<file path="config.mk">
export PLATFORM = sky130hd
export DESIGN_NAME = dlsc_cpu1_icache_fill
export DESIGN_NICKNAME = d
export VERILOG_FILES = /design/src/rtl/dlsc_cpu1_icache_pkg.sv /design/src/rtl/dlsc_cpu1_icache_fill.sv
export SDC_FILE = /design/constraint.sdc
export NUM_CORES = 1
export LEC_CHECK = 0
export BUFFER_PORTS_ARGS = -buffer_cell sky130_fd_sc_hd__buf_2
export CAP_MARGIN = 10
export CORE_MARGIN = 2
export CORE_UTILIZATION = 45
export CTS_CLUSTER_DIAMETER = 150
export DETAILED_ROUTE_END_ITERATION = 8
export PLACE_DENSITY = 0.87
export SLEW_MARGIN = 20
export SYNTH_ARGS = -nofsm -noshare
export SYNTH_HDL_FRONTEND = slang
export SYNTH_SLANG_ARGS = --single-unit
</file>
<file path="constraint.sdc">
create_clock -name clk -period 2 [get_ports clk]
set_input_delay 0.1 -clock clk [delete_from_list [all_inputs] [get_ports clk]]
set_output_delay 0.1 -clock clk [all_outputs]
set_load 0.01 [all_outputs]
</file>
<file path="src/rtl/dlsc_cpu1_icache_pkg.sv">
// Shared definitions for the instruction-cache fill engine and cache way:
// fill FSM encodings plus the tag layout (valid bit on top of the upper address bits).
package dlsc_cpu1_icache_pkg;

    typedef enum logic [1:0] {
        ST_INIT = 2'd0,
        ST_IDLE = 2'd1,
        ST_CMD  = 2'd2,
        ST_FILL = 2'd3
    } fill_state_t;

    // Tag is {valid, addr[ADDR-1:SIZE]}
    function automatic int tag_width(input int addr, input int size);
        return addr - size + 1;
    endfunction

    function automatic int tag_valid_bit(input int addr, input int size);
        return addr - size;
    endfunction

endpackage

</file>
<file path="src/rtl/dlsc_cpu1_icache_fill.sv">
// Instruction-cache line fill engine: invalidates all tags after reset or flush,
// then services one miss at a time by bursting a whole line into the cache way.
module dlsc_cpu1_icache_fill
    import dlsc_cpu1_icache_pkg::*;
#(
    parameter int  SIZE = 9,
    parameter int  LINE = 4,
    parameter int  DATA = 32,
    parameter int  ADDR = 30,
    localparam int TAG  = tag_width(ADDR, SIZE)
) (
    input  logic              clk,
    input  logic              rst,
    input  logic              flush,
    input  logic              miss_valid,
    output logic              miss_ready,
    input  logic [ADDR-1:0]   miss_addr,
    output logic              cmd_valid,
    input  logic              cmd_ready,
    output logic [ADDR-1:0]   cmd_addr,
    output logic [LINE-1:0]   cmd_len,
    input  logic              rsp_valid,
    input  logic [DATA-1:0]   rsp_data,
    output logic [SIZE-1:0]   wr_addr,
    output logic              wr_en,
    output logic [DATA-1:0]   wr_data,
    output logic              wr_en_tag,
    output logic [TAG-1:0]    wr_tag,
    output logic              init_done,
    output logic              fill_done
);

    localparam int IDX       = SIZE - LINE;
    localparam int TAG_VALID = tag_valid_bit(ADDR, SIZE);
    localparam logic [IDX-1:0]  IDX_LAST = {IDX{1'b1}};
    localparam logic [LINE-1:0] CNT_LAST = {LINE{1'b1}};

    fill_state_t             r_state;
    fill_state_t             w_state_nx;
    logic [IDX-1:0]          r_index;
    logic                    r_init_done;
    logic                    r_flush_pend;
    logic [ADDR-LINE-1:0]    r_miss_line;
    logic [LINE-1:0]         r_count;
    logic                    r_wr_en;
    logic                    r_wr_last;
    logic [LINE-1:0]         r_wr_off;
    logic [DATA-1:0]         r_wr_data;
    logic                    w_miss_ready;
    logic [TAG-1:0]          w_tag_fill;
    logic                    w_unused;

    // Fills always start at offset 0, so the word offset within the line is never needed
    assign w_unused     = ^miss_addr[LINE-1:0];
    assign w_miss_ready = (r_state == ST_IDLE) && r_init_done && !flush && !r_flush_pend;

    // State register and datapath registers
    always_ff @(posedge clk) begin
        if (rst) begin
            r_state      <= ST_INIT;
            r_index      <= {IDX{1'b0}};
            r_init_done  <= 1'b0;
            r_flush_pend <= 1'b0;
            r_miss_line  <= {(ADDR-LINE){1'b0}};
            r_count      <= {LINE{1'b0}};
            r_wr_en      <= 1'b0;
            r_wr_last    <= 1'b0;
            r_wr_off     <= {LINE{1'b0}};
            r_wr_data    <= {DATA{1'b0}};
        end else begin
            r_state   <= w_state_nx;
            r_wr_en   <= 1'b0;
            r_wr_last <= 1'b0;
            case (r_state)
                ST_INIT: begin
                    r_index <= flush ? {IDX{1'b0}} : (r_index + {{(IDX-1){1'b0}}, 1'b1});
                    if (w_state_nx == ST_IDLE) r_init_done <= 1'b1;
                end
                ST_IDLE: begin
                    if (w_state_nx == ST_INIT) begin
                        r_index      <= {IDX{1'b0}};
                        r_init_done  <= 1'b0;
                        r_flush_pend <= 1'b0;
                    end else if (w_state_nx == ST_CMD) begin
                        r_miss_line  <= miss_addr[ADDR-1:LINE];
                    end
                end
                ST_CMD: begin
                    if (flush) r_flush_pend <= 1'b1;
                    r_count <= {LINE{1'b0}};
                end
                ST_FILL: begin
                    if (flush) r_flush_pend <= 1'b1;
                    if (rsp_valid) begin
                        r_wr_en   <= 1'b1;
                        r_wr_data <= rsp_data;
                        r_wr_off  <= r_count;
                        r_wr_last <= (r_count == CNT_LAST);
                        r_count   <= r_count + {{(LINE-1){1'b0}}, 1'b1};
                    end
                end
                default: r_state <= ST_INIT;
            endcase
        end
    end

    // Next-state logic; flush outranks a simultaneous miss in IDLE
    always_comb begin
        w_state_nx = r_state;
        case (r_state)
            ST_INIT: begin
                if (!flush && r_index == IDX_LAST) w_state_nx = ST_IDLE;
                else                               w_state_nx = ST_INIT;
            end
            ST_IDLE: begin
                if (flush || r_flush_pend)            w_state_nx = ST_INIT;
                else if (miss_valid && w_miss_ready)  w_state_nx = ST_CMD;
                else                                  w_state_nx = ST_IDLE;
            end
            ST_CMD: begin
                if (cmd_ready) w_state_nx = ST_FILL;
                else           w_state_nx = ST_CMD;
            end
            ST_FILL: begin
                if (rsp_valid && r_count == CNT_LAST) w_state_nx = ST_IDLE;
                else                                  w_state_nx = ST_FILL;
            end
            default: w_state_nx = ST_INIT;
        endcase
    end

    // Completed-line tag: valid bit set above the upper address bits
    always_comb begin
        w_tag_fill                 = {TAG{1'b0}};
        w_tag_fill[TAG_VALID]      = 1'b1;
        w_tag_fill[TAG_VALID-1:0]  = r_miss_line[ADDR-LINE-1:SIZE-LINE];
    end

    // Output decode from registered state
    always_comb begin
        miss_ready = w_miss_ready;
        cmd_valid  = (r_state == ST_CMD);
        cmd_addr   = {r_miss_line, {LINE{1'b0}}};
        cmd_len    = CNT_LAST;
        wr_en      = r_wr_en;
        wr_data    = r_wr_data;
        wr_en_tag  = 1'b0;
        wr_tag     = {TAG{1'b0}};
        wr_addr    = {r_miss_line[IDX-1:0], r_wr_off};
        init_done  = r_init_done;
        fill_done  = r_wr_last;
        case (r_state)
            ST_INIT: begin
                wr_en_tag = 1'b1;
                wr_addr   = {r_index, {LINE{1'b0}}};
            end
            ST_CMD: begin
                wr_en_tag = 1'b1;
                wr_addr   = {r_miss_line[IDX-1:0], {LINE{1'b0}}};
            end
            default: begin
                if (r_wr_last) begin
                    wr_en_tag = 1'b1;
                    wr_tag    = w_tag_fill;
                end else begin
                    wr_en_tag = 1'b0;
                end
            end
        endcase
    end

endmodule
</file>
Word level (Yosys, flattened, before mapping)
Cells that the tools add are included.
W data, S select, Z words.
- $add $sub $neg: 2
- eq/ne operators: 11
- mux-type cells: 22
- bitwise logic cells: 3
- reduce and logical (&&, ||, !) cells: 24
- operators by type and width (kind ; number):
    $mux W22 ; 2
    $pmux W9 S2 ; 1
    $mux W5 ; 2
    $pmux W5 S2 ; 1
    $reduce_and A3 Y1 ; 3
    $mux W1 ; 8
    $pmux W2 S4 ; 1
    $pmux W4 S2 ; 1
    $eq A2 B2 Y1 const B ; 3
    $logic_and A1 B1 Y1 ; 6
    $mux W2 ; 3
    $reduce_and A2 Y1 ; 3
    $reduce_bool A2 Y1 ; 3
    $reduce_or A2 Y1 ; 3
    $add A5 B1 Y5 const B ; 1
    $eq A5 B5 Y1 const B ; 1
    $add A4 B1 Y4 const B ; 1
    $eq A2 B1 Y1 const B ; 2
    $eq A4 B4 Y1 const B ; 1
    $logic_not A2 Y1 ; 2
    $mux W4 ; 1
    $ne A2 B1 Y1 const B ; 2
    $ne A2 B2 Y1 const B ; 2
    $pmux W1 S2 ; 2
    other kinds (4) ; 7
- bits in registers: 77
- input bits: 68
- output and inout bits: 103

Depth between registers and ports, before layout
- word-level depth: 11
- depth in mapped cells: 6

Worst setup path before layout
Ideal clock, no wire load.
- path type: flip-flop to flip-flop
- start: register r_init_done, in the netlist init_done
- end: register r_miss_line[10]
- library setup time: 0.072 ns
- arrival: 1.233 ns
- required time: 1.928 ns
- path slack: 0.695 ns
- cell stages (with the launch flop): 6
- path buffers: 2
- period minus slack after synthesis: 1.305 ns
- path through: dfxtp_1 -> nor2b_1 -> and3_1 -> buf_6 -> buf_12 -> mux2i_1
- cells in the longest elaborated chain, start to end: 10
- elaborated cells on any way between the ends: 11
- RTL lines (element ; RTL line ; RTL):
    start, declared ; dlsc_cpu1_icache_fill.sv:41 ; logic r_init_done;
    start signal, assigned ; dlsc_cpu1_icache_fill.sv:62 ; r_init_done <= 1'b0;
    start signal, assigned ; dlsc_cpu1_icache_fill.sv:77 ; if (w_state_nx == ST_IDLE) r_init_done <= 1'b1;
    start signal, assigned ; dlsc_cpu1_icache_fill.sv:82 ; r_init_done <= 1'b0;
    $logic_and A1 B1 Y1 (*) (3 in a row) ; dlsc_cpu1_icache_fill.sv:55 ; assign w_miss_ready = (r_state == ST_IDLE) && r_init_done && !flush && !r_flush_pend;
    $logic_and A1 B1 Y1 (*) ; dlsc_cpu1_icache_fill.sv:117 ; else if (miss_valid && w_miss_ready) w_state_nx = ST_CMD;
    $mux W2 (*) ; dlsc_cpu1_icache_fill.sv:117 ;
    $mux W2 (*) ; dlsc_cpu1_icache_fill.sv:116 ; if (flush || r_flush_pend) w_state_nx = ST_INIT;
    $pmux W2 S4 (*) ; dlsc_cpu1_icache_fill.sv:110 ; case (r_state)
    $logic_not A2 Y1 ; dlsc_cpu1_icache_fill.sv:80 ; if (w_state_nx == ST_INIT) begin
    $not A1 Y1 (no source line) ; n/a ;
    $reduce_and A3 Y1 (no source line) (*) ; n/a ;
    end signal, assigned ; dlsc_cpu1_icache_fill.sv:64 ; r_miss_line <= {(ADDR-LINE){1'b0}};
    end signal, assigned ; dlsc_cpu1_icache_fill.sv:85 ; r_miss_line <= miss_addr[ADDR-1:LINE];
    end, declared ; dlsc_cpu1_icache_fill.sv:43 ; logic [ADDR-LINE-1:0] r_miss_line;
Mark *: on every way between the ends. The rest lies on a longest branch, timed or not.
A chain may end at the register's enable or synchronous reset.

Final worst setup path
- start: register r_state[1]
- end: output port wr_addr[4]
- cells in the longest elaborated chain, start to end: 2
- elaborated cells on any way between the ends: 3
- RTL lines (element ; RTL line ; RTL):
    start, declared ; dlsc_cpu1_icache_fill.sv:38 ; fill_state_t r_state;
    start signal, assigned ; dlsc_cpu1_icache_fill.sv:71 ; r_state <= w_state_nx;
    $eq A2 B2 Y1 / $logic_not A2 Y1 (equally long branches) ; dlsc_cpu1_icache_fill.sv:152 ; case (r_state)
    $pmux W9 S2 (*) ; dlsc_cpu1_icache_fill.sv:152 ;
    end, declared ; dlsc_cpu1_icache_fill.sv:24 ; output logic [SIZE-1:0] wr_addr,
Marks and branches as above.

==> flow_metrics.env <==
export IMPL_status="finished clean"
export IMPL_synth_cells=402
export IMPL_crit_required_ns=1.90
export IMPL_avgSynthCellArea_um2=8.62
export IMPL_synth_edf_count=0
export IMPL_drt_iter0_drc=88
export IMPL_grt_antenna_before_repair=0
export IMPL_p_per_area_mw_per_mm2=605
export IMPL_post_drt_wl_per_cell_um=13.8
export IMPL_port_buffers=158
export IMPL_crit_buf_inv=1
export IMPL_yosys_top_cells_area="dfxtp_1 (44%), nand2b_1 (10%), nand2_1 (8.6%), mux2i_1 (7.5%), a21oi_1 (6.5%)"
export IMPL_synthesis_area_mm2=0.00346
export IMPL_clock_path_buffers=2
export IMPL_crit_family="flip-flops"
export IMPL_clkPwrFrac_pct=39.9
export IMPL_die_area_mm2=0.00842
export IMPL_async_reset_ff_share_pct=0
export IMPL_worstSetupPathDepth=3
export IMPL_synth_most_common_cell="nand2_1"
export IMPL_cts_tree="built"
export IMPL_vias=3385
export IMPL_cp_start_kind="register"
export IMPL_cp_startpoint="r_state[1]$_SDFF_PP0_"
export IMPL_seq_area_frac_synth_pct=44.5
export IMPL_grtUsageTotal_pct=22.2
export IMPL_crit_arrival_ns=1.67
export IMPL_detail_route_antenna_nets=0
export IMPL_hold_viol=0
export IMPL_hold_start="miss_addr[7]"
export IMPL_layout_drive_gt1_share_pct=31.4
export IMPL_ios=171
export IMPL_timing_final_crit_share_pct=88.5
export IMPL_place_gp_congestion=0.843
export IMPL_max_freq_ghz=0.565
export IMPL_grt_setup_unrepaired="no"
export IMPL_fp_coreArea_mm2=0.00737
export IMPL_pre_cts_slack_ns=0.379
export IMPL_synth_seq_cells=77
export IMPL_place_inst=635
export IMPL_setup_viol=0
export IMPL_grt_pass1_vias=3286
export IMPL_power_net_switching_uw=666
export IMPL_leakagePower_nw=2.24
export IMPL_clkLatencyLatePin_ns=0.34
export IMPL_yosysUniqueCellTypes=41
export IMPL_path_cells="nor2_2, mux2_1, buf_2"
export IMPL_drv_slew=0
export IMPL_power_total_mw=2.90
export IMPL_die_h_um=91.7
export IMPL_cts_made_buffers=9
export IMPL_ys_flop_type="dfxtp_1"
export IMPL_vdd_ir_drop_worst_v=0.000303
export IMPL_end_kind="output pin"
export IMPL_synth_warnings=0
export IMPL_reg2regPathDepth=4
export IMPL_drc=0
export IMPL_area_delta_synth_final_pct=38.3
export IMPL_grt_overflow_total=0
export IMPL_tns_ns=0
export IMPL_dieWidth_um=91.7
export IMPL_final_util_pct=65.0
export IMPL_seqPwrFrac_pct=53.0
export IMPL_hold_path_class="input pin to register"
export IMPL_cts_resized=0
export IMPL_ctsRootBufferMaster="clkbuf_8"
export IMPL_finalClockSkew_ns=0.0121
export IMPL_cp_slowest_cell="dfxtp_1"
export IMPL_max_stage_delay_ns=0.66
export IMPL_grt_pass1_wl_um=15200
export IMPL_layout_setup_ws_ns=0.229
export IMPL_synth_area_leader_cell="dfxtp_1"
export IMPL_wirelength_um=9470
export IMPL_p_comb_share_pct=7.0
export IMPL_slew_limit_headroom_pct=58.0
export IMPL_cts_max_level=3
export IMPL_tightest_slew_ns=0.629
export IMPL_critPathMaxFanout=16
export IMPL_numClockSinks=77
export IMPL_hold_depth=3
export IMPL_p_int_mw=2.23
export IMPL_num_rows=31
export IMPL_synth_commonest_cells="nand2_1 (79), dfxtp_1 (77), nand2b_1 (56)"
export IMPL_synth_top_area_share_pct=44.5
export IMPL_start_util_pct=47.0
export IMPL_path_clk_slew_ns=0.08
export IMPL_antenna_cells=0
export IMPL_power_share_switching_pct=23.0
export IMPL_via_per_inst=4.94
export IMPL_dr_pass1_iters=4
export IMPL_dp_hpwl_um=6270
export IMPL_fin_crit_ns=1.77
export IMPL_drv_cap=0
export IMPL_final_instance_count_excl_fill=685
export IMPL_reg2reg_from="r_state[1]$_SDFF_PP0_"
export IMPL_grt_max_degree=45
export IMPL_worstSetupPathType="register to output pin"
export IMPL_num_nets_final=652
[power groups by stage]
stage / Clock (mW) / Sequential [mW] / Combinational [mW]
after floorplan: 0 / 1.57 / 0.0847
after global placement: 0 / 1.57 / 0.144
after detailed placement: 0 / 1.57 / 0.149
after CTS: 1.18 / 1.54 / 0.202
after global routing: 1.23 / 1.54 / 0.223
final: 1.16 / 1.54 / 0.204
[registers in the layout (all words and copies together) (netlist names)]
name,flops
fill_done,1
init_done,1
r_count,4
r_flush_pend,1
r_index,5
r_miss_line,26
r_state,2
r_wr_off,4
wr_data,32
wr_en,1
[metal layers]
layer / up-vias / GRT usage [%] / part of all wire (%)
li1: 1676 / - / -
met1: 1552 / 24.6 / 40
met2: 119 / 39.9 / 52
met3: 38 / 3.29 / 4.1
met4: 0 / 13.6 / 4.4
met5: - / 0 / 0
[repair_timing]
| item | CTS | global route |
|---|---|---|
| setup buffers | 0 | 0 |
| hold endpoints to repair | 34 | 0 |
| hold buffers | 34 | 0 |
[layout by cell type (no fill, tap or decap), types with 2 or more instances in the layout]
master	count
and3_1	24
nand2_1	79
nor3_1	2
nor2_1	5
buf_12	3
clkinv_2	3
dlygate4sd3_1	34
nor3b_1	2
buf_4	5
dfxtp_1	77
mux2i_1	26
inv_1	2
buf_2	158
clkbuf_8	9
o21ai_0	3
nand3_1	6
mux2_1	5
and2_1	6
nand2b_1	56
a21oi_1	45
o21ai_1	2
conb_1	8
ha_1	3
[final timing paths]
path	slack (ns)	to
setup / recovery	0.23	wr_addr[4]
hold / removal	0.01	r_miss_line[3]$_SDFFE_PP0P_
setup reg to reg	0.28	wr_data[6]$_SDFFE_PP0P_
hold reg to reg	0.46	r_wr_off[3]$_SDFFE_PP0P_
[kinds of logic (layout without fill, tap and decap cells)]
group,count (synthesis),in the layout,share of synthesized area [%]
flip-flops,77,77,44.5
buffers and inverters,40,218,7.04
adder cells (fa/ha/maj),3,3,1.08
multiplexers,31,31,9.14
other,2,8,0.217
AND/OR/NAND/NOR,188,188,28.3
AO/OA/AOI/OAI,61,61,9.75
[stage by stage]
step | area (um2) | hold WS (ns)
2_1_floorplan | 3490 | 0.236
3_3_place_gp | 4260 | 0.341
3_5_place_dp | 4260 | 0.345
4_1_cts | 4790 | 0.000385
5_1_grt | 4790 | 0.00817
6_report | 4790 | 0.00954
[area by class of cell]
class	count	area, um2
well taps	99	124
repair buffers	200	1230
clock inverters	6	61.3
inverters	2	7.51
multi-input cells	291	1700
clock buffers	10	128
flip-flops and latches	77	1540
fillers	620	2580
[tightest hold or removal path, cell delays in order]
cell and delay (ns):
buf_2 0.10, nand2b_1 0.05, mux2i_1 0.06
No activity file was read; power rests on OpenSTA's default activity.
